`src/rtl/incr_if.sv`:
```
// Operand/result handshake bundle for incr_pipe: valid/ready on both sides
// plus the operand, step controls and the result.
interface incr_if #(
  parameter int WIDTH = 32
);
  logic             in_valid;
  logic             in_ready;
  logic [WIDTH-1:0] a;
  logic             cin;
  logic             mode;
  logic             out_valid;
  logic             out_ready;
  logic [WIDTH-1:0] sum;
  logic             cout;

  modport master (
    output in_valid, a, cin, mode, out_ready,
    input  in_ready, out_valid, sum, cout
  );

  modport slave (
    input  in_valid, a, cin, mode, out_ready,
    output in_ready, out_valid, sum, cout
  );
endinterface

```
`src/rtl/incr_pipe.sv`:
```
// Segmented pipelined incrementer/decrementer: one SEG-bit segment resolved per stage.
// Optional build macro INCR_PIPE_SATURATE_EN clamps overflow/underflow instead of wrapping.
module incr_pipe #(
  parameter int WIDTH = 32,
  parameter int SEG   = 8
) (
  input logic  clk,
  input logic  rst,
  incr_if.slave io
);
  localparam int NSEG = WIDTH / SEG;

  typedef struct packed {
    logic             valid;
    logic             mode;
    logic             carry;  // carry (inc) or borrow (dec) into the next segment
    logic [WIDTH-1:0] a;
    logic [WIDTH-1:0] res;
  } stage_t;

  stage_t stg_q [NSEG];
  stage_t stg_d [NSEG];
  logic   advance;

  // The whole pipe freezes while the last stage holds an unaccepted result.
  assign advance      = !stg_q[NSEG-1].valid || io.out_ready;
  assign io.in_ready  = advance;
  assign io.out_valid = stg_q[NSEG-1].valid;
  assign io.sum       = stg_q[NSEG-1].res;
  assign io.cout      = stg_q[NSEG-1].carry;

  // NOTE: every variable gets a default before the loop so no path leaves it
  // unassigned and no latch is inferred.
  always_comb begin
    stage_t         src;
    logic [SEG-1:0] seg;
    logic [SEG-1:0] nseg;
    logic           co;
    src  = '0;
    seg  = '0;
    nseg = '0;
    co   = 1'b0;
    for (int k = 0; k < NSEG; k++) begin
      if (k == 0) begin
        src.valid = io.in_valid;
        src.mode  = io.mode;
        src.carry = io.cin;
        src.a     = io.a;
        src.res   = io.a;
      end else begin
        src = stg_q[(k == 0) ? 0 : k - 1];
      end
      seg = src.a[k*SEG +: SEG];
      // Carry ripples only within one segment; the next segment sees it registered.
      if (src.mode) begin
        nseg = seg - SEG'(src.carry);
        co   = src.carry & ~|seg;
      end else begin
        nseg = seg + SEG'(src.carry);
        co   = src.carry & (&seg);
      end
      stg_d[k]                  = src;
      stg_d[k].res[k*SEG +: SEG] = nseg;
      stg_d[k].carry            = co;
    end
`ifdef INCR_PIPE_SATURATE_EN
    if (stg_d[NSEG-1].carry)
      stg_d[NSEG-1].res = stg_d[NSEG-1].mode ? '0 : '1;
`else
    // Wrapping build: the modulo result from the segment chain is final.
`endif
  end

  // NOTE: the payload is reset along with the valid bits so sum/cout read 0
  // during reset; upstream payload reset is cheap at this width and keeps it uniform.
  always_ff @(posedge clk or posedge rst) begin
    if (rst) begin
      for (int k = 0; k < NSEG; k++) stg_q[k] <= '0;
    end else if (advance) begin
      // NOTE: non-blocking so every stage samples its predecessor's old value.
      for (int k = 0; k < NSEG; k++) stg_q[k] <= stg_d[k];
    end
  end
endmodule

```
`src/flat_wrapper.sv`:
```
// flat-port wrapper written by rule: the top's interface ports become plain ports
module incr_pipe_flat 
#(
  parameter int WIDTH = 32,
  parameter int SEG   = 8
)
  (clk, rst, io_in_valid, io_a, io_cin, io_mode, io_out_ready, io_in_ready, io_out_valid, io_sum, io_cout);
  incr_if #(.WIDTH(WIDTH)) io_i ();
  input logic clk;
  input logic rst;
  input wire logic [$bits(io_i.in_valid)-1:0] io_in_valid;
  input wire logic [$bits(io_i.a)-1:0] io_a;
  input wire logic [$bits(io_i.cin)-1:0] io_cin;
  input wire logic [$bits(io_i.mode)-1:0] io_mode;
  input wire logic [$bits(io_i.out_ready)-1:0] io_out_ready;
  output wire logic [$bits(io_i.in_ready)-1:0] io_in_ready;
  output wire logic [$bits(io_i.out_valid)-1:0] io_out_valid;
  output wire logic [$bits(io_i.sum)-1:0] io_sum;
  output wire logic [$bits(io_i.cout)-1:0] io_cout;
  assign io_i.in_valid = io_in_valid;
  assign io_i.a = io_a;
  assign io_i.cin = io_cin;
  assign io_i.mode = io_mode;
  assign io_i.out_ready = io_out_ready;
  assign io_in_ready = io_i.in_ready;
  assign io_out_valid = io_i.out_valid;
  assign io_sum = io_i.sum;
  assign io_cout = io_i.cout;
  incr_pipe #(.WIDTH(WIDTH), .SEG(SEG)) u_core (.clk(clk), .rst(rst), .io(io_i));
endmodule
```
`config.mk`:
```
export PLATFORM = sky130hd
export DESIGN_NAME = incr_pipe_flat
export DESIGN_NICKNAME = d
export VERILOG_FILES = /design/src/rtl/incr_if.sv /design/src/rtl/incr_pipe.sv /design/src/flat_wrapper.sv
export SDC_FILE = /design/constraint.sdc
export NUM_CORES = 1
export LEC_CHECK = 0
export BUFFER_PORTS_ARGS = -buffer_cell sky130_fd_sc_hd__buf_2
export CAP_MARGIN = 20
export CORE_MARGIN = 1.5
export CORE_UTILIZATION = 45
export DETAILED_ROUTE_END_ITERATION = 6
export PLACE_DENSITY = 0.66
export SYNTH_ARGS = -nofsm -noshare
export SYNTH_HDL_FRONTEND = slang
export SYNTH_SLANG_ARGS = --single-unit
export TNS_END_PERCENT = 5
```
`constraint.sdc`:
```
create_clock -name clk -period 4.2 [get_ports clk]
set_input_delay 0.63 -clock clk [delete_from_list [all_inputs] [get_ports clk]]
set_output_delay 0.63 -clock clk [all_outputs]
set_load 0.02 [all_outputs]
```
After elaboration in Yosys (flattened, before gate mapping)
Index checks and enable logic that the tools add are counted.
{ "classes": {"n_addsub": 8, "n_mux": 8, "bitwise_logic": 8, "reduce_logical": 14} }
{ "op_table": {"columns": ["cell", "n"], "rows": [
  ["$add A8 B1 Y8", 4],
  ["$mux W8", 4],
  ["$reduce_and A8 Y1", 4],
  ["$reduce_or A8 Y1", 4],
  ["$sub A8 B1 Y8", 4],
  ["$and A1 B1 Y1", 8],
  ["$logic_not A1 Y1", 5],
  ["$mux W1", 4],
  ["$logic_or A1 B1 Y1", 1]
]} }
{ "word_totals": {"ff_bits": 187, "input_bits": 38, "output_inout_bits": 35, "elab_cells": 56} }

Longest topological paths before layout
{ "depth": {"ltp_word": 4, "mapped_depth": 9} }

Worst setup path after synthesis
Ideal clock, no wire load.
{ "synth_path": {"path_kind": "input port to flip-flop", "start": "in io_mode", "end": "reg u_core.stg_d[139] (netlist name)", "setup_ns": 0.120, "arrival_ns": 2.150, "t_required_ns": 4.080, "setup_slack_ns": 1.931, "path_stages": 7, "path_buffers": 0, "cell_sequence": "nand2b_1 > ha_1 > o21ai_2 > a21oi_2 > o21a_1 > or3_1 > a31o_1"} }
{ "synth_via": {"elab_chain_cells": 1} }
{ "synth_rtl": {"columns": ["item", "line", "source"], "rows": [
  ["from (decl)", "flat_wrapper.sv:14", "input wire logic [$bits(io_i.mode)-1:0] io_mode;"],
  ["$mux W8", "incr_pipe.sv:55", "if (src.mode) begin"]
]} }
No other way between the ends.
A chain may end at the register's enable or synchronous reset.

Worst setup path after layout
{ "layout_path": {"start": "reg u_core.io.out_valid (netlist name)", "end": "out io_in_ready"} }
{ "layout_via": {"elab_chain_cells": 2} }
{ "layout_rtl": {"columns": ["item", "line", "source"], "rows": [
  ["$logic_not A1 Y1", "incr_pipe.sv:26", "assign advance = !stg_q[NSEG-1].valid || io.out_ready;"],
  ["$logic_or A1 B1 Y1", "incr_pipe.sv:26", null],
  ["to (decl)", "flat_wrapper.sv:16", "output wire logic [$bits(io_i.in_ready)-1:0] io_in_ready;"]
]} }
No other way between the ends.

==> results.md <==
Outcome:
- The flow ran to the end, and the final reports show no timing, DRC or antenna violations.

Clock tree:
- The H-tree was split into 4 levels.
- The buffer count from post-CTS setup fixing is 0.
- The clock sink count is 139.
- The clock root buffer is sky130_fd_sc_hd__clkbuf_16.
- Post-CTS repair changed the size of 0 cells.
- The maximum number of buffers from clock root to sink is 2.
- The insertion delay to the later sink of the worst-skew pair is 420 ps.
- In this run, CTS created clock tree buffers numbering 17.
- The CTS tree is yes.
- After clock tree synthesis, the clock-pin slew on the worst setup and hold paths is 50 ps.
- After clock tree synthesis, the flow added hold-fix buffers numbering 0.

Route:
- The number of detailed-routing iterations run before antenna repair is 4.
- The mean number of vias per cell is 5.06.
- The overall routed net length is 12.7 mm.
- Summing over every cut layer, the via total after detailed routing is 4989.
- The detail-routed net length per standard cell is 12.9 µm.
- The detail route stage leaves a number of antenna-violating nets equal to 0.
- For this block, the initial DRC count from the detailed router was 233.
- The DRC violation count after routing is 0.

Synthesis:
- The post-synthesis async set-or-reset flop share is 100%.
- Of all cell types, the one taking the most synthesized area is sky130_fd_sc_hd__dfrtp_1.
- The post-synthesis net count is 827.
- In the post-synthesis netlist, the biggest area contributors are sky130_fd_sc_hd__dfrtp_1 52%, sky130_fd_sc_hd__nand2_1 18%, sky130_fd_sc_hd__ha_1 5.6%.
- During synthesis, Yosys emitted a total of 0 warnings.
- The gate count after technology mapping is 755.
- After synthesis the cells add up to 6710 µm².
- The commonest cells after synthesis are 328 x sky130_fd_sc_hd__nand2_1, 139 x sky130_fd_sc_hd__dfrtp_1, 32 x sky130_fd_sc_hd__buf_4.
- The area fraction of the dominant cell type after synthesis is 51.9%.
- The number of register bits inferred by synthesis is 139.
- Among all flip-flop cells after synthesis, the most frequent one is sky130_fd_sc_hd__dfrtp_1.
- sky130_fd_sc_hd__nand2_1 is the most common cell in the netlist.
- Averaged over all synthesized cells, the footprint is 8.88 µm².
- The count of flip-flops with a built-in enable after synthesis is 0.
- Of the synthesized area, sequential elements account for 51.9%.
- Synthesis instantiated 44 different standard cells from the library.

Cells and area:
- The repair_antennas step left the layout with diodes totalling 0.
- The final net count is 860.
- From synthesis to final layout, the design area changed by 13.2%.
- The post-route netlist has 14.1% of its cells at a drive strength greater than 1.
- The number of standard cells in the layout, taps in and fillers out is 985.

Power and ir drop:
- For this design the static power due to leakage is 3.87 nW.
- The maximum resistive drop on vdd is 343 µV.
- The design draws 0.00613 W.
- The power density over the cells is 808 nW/µm².

Critical path:
- The critical path data arrival time is 1730 ps.
- The register-to-register path setup slack is 1930 ps.
- The critical path is of the flip-flop to primary output type.
- The largest fanout on the critical path is 79.
- STA classifies the critical path startpoint as a flip-flop.
- The worst setup path is captured at a primary output.
- The largest stage delay on the critical path is 490 ps.
- The worst path required time is 3570 ps.
- The reg-to-reg endpoint is u_core.stg_d[81]$_DFFE_PP0P_.
- The signal on the critical path passes through nor2b_4, inv_4, buf_2.
- The cell count of the worst reg-to-reg path is 7.
- The start of the worst register-to-register path is u_core.stg_d[199]$_DFFE_PP0P_.
- The slowest library cell on the worst path is sky130_fd_sc_hd__inv_4.

Global route:
- For this run, the total global-route usage over all layers was measured as 17.6%.
- The largest net degree at the start of global routing is 80.
- The global-route wire length before repair is 22.6 mm.
- The total overflow left after global routing is 0.
- The number of global-route vias before repair was 5210.
- The number of antenna violations at the first check in global routing is 0.

STA:
- The worst hold-check slack is 352 ps.
- The worst path uses 56.1% of the clock period.
- The final-report hold violation count is 0.
- The final sum of negative setup slack is 0 ps.
- On the final layout, the worst clock skew is 7.71 ps.
- Across all setup checks in the final design, the least slack found is 1840 ps.
- Setup repair after global routing left no endpoint under its margin.
- Headroom to the max-slew limit came out at 46.9%.
- The number of slew-limit violations in the final report came to 0.
- The highest clock rate is 424 MHz.
- At the pin with the least slew margin, the transition time is 794 ps.
- The final count of negative-setup-slack endpoints is 0.
- For the finished layout, the period the worst path requires is 2360 ps.

Floorplanning:
- The height of the die is 125 µm.
- After floorplanning, the core was divided into 44 placement rows.
- The die span in x is 125 µm.
- The starting density of the core is 46.1%.
- The area of the core region is 14500 µm².
- The floorplan step defined a die boundary enclosing 15600 µm².
- The number of top-level pins is 73.

Min path:
- The kind of path behind the tightest hold check is primary input to async pin.

Placement:
- The number of cells in the design after placement is 953.
- During placement, the flow inserted port buffers numbering 72.
- At the end of routability-driven placement, the weighted congestion stood at 0.852.
- The worst setup slack after placement is 1650 ps.
- The half-perimeter wire length after placement is 8.49 mm.

Run:
- The max-capacitance violation count is 0.
## placed cells by master (no fill, tap or decap), drive strengths merged, types with 11 or more instances in the layout
| cell | instances |
|---|---|
| buf | 77 |
| nand2b | 11 |
| ha | 30 |
| a21oi | 31 |
| nand2 | 328 |
| nor2 | 23 |
| inv | 15 |
| o21ai | 26 |
| xnor2 | 15 |
| clkbuf | 26 |
| dfrtp | 139 |
## registers in the layout (all words and copies together) (netlist names)
signal               flops
u_core.stg_q             3
u_core.io.out_valid      1
u_core.stg_d           102
u_core.io.sum           32
u_core.io.cout           1
## where the power goes
group	internal (W)	switching [W]	total, W
sequential	0.00195	0.000379	0.00232
combinational	0.000881	0.00136	0.00224
clock	0.00104	0.000528	0.00157
total	0.00387	0.00227	0.00613
## kinds of logic (layout without fill, tap and decap cells)
logic type,count (synthesis),count (layout),synth area share [%]
fa+ha+maj,34,34,6.79
xor+xnor,21,21,2.74
simple gates,395,395,23.8
flops,139,139,51.9
compound gates,87,87,7.87
buf+inv,79,125,6.89
## critical path: cells and delay by family, from the launching register on
family | cells | cell delay (ps)
and+or+nand+nor | 1 | 140
DFF | 1 | 380
buffers and inverters | 2 | 780
## worst max path at each step
stage                                                from                             to  slack, ps  cells past startpoint
after floorplan                                       rst     u_core.io.cout$_DFFE_PP0P_       1830                      1
after global placement                       io_out_ready  u_core.stg_d[139]$_DFFE_PP0P_       1750                      6
after detailed placement                          io_mode  u_core.stg_d[139]$_DFFE_PP0P_       1650                      8
after CTS                 u_core.io.out_valid$_DFFE_PP0P_                    io_in_ready       1780                      3
after global routing        u_core.stg_d[199]$_DFFE_PP0P_   u_core.stg_d[81]$_DFFE_PP0P_       1680                      7
final                     u_core.io.out_valid$_DFFE_PP0P_                    io_in_ready       1840                      3
## routing by layer
| metal | part of all wire (%) | track usage (%) | up-vias |
|---|---|---|---|
| met5 | 0 | 0 | - |
| met4 | 1.9 | 8.36 | 0 |
| met3 | 3.9 | 4.75 | 21 |
| met2 | 50 | 30.2 | 109 |
| met1 | 44 | 20.6 | 2377 |
| li1 | - | - | 2482 |
## through the flow
step                      cell area [µm²]  util [%]
after floorplan                      6710         -
after global placement               6960      47.9
after detailed placement             6960      47.9
after CTS                            7590      52.2
after global routing                 7590      52.2
final                                7590      52.2
## layout make-up
cell class                      count  area (µm²)
Fill cell                        1385        6940
Sequential cell                   139        3480
Multi-Input combinational cell    537        2770
Clock buffer                       26         529
Timing Repair Buffer               77         410
Tap cell                          184         230
Clock inverter                      6         105
Inverter                           16        66.3
(Power assumes the default switching activity.)
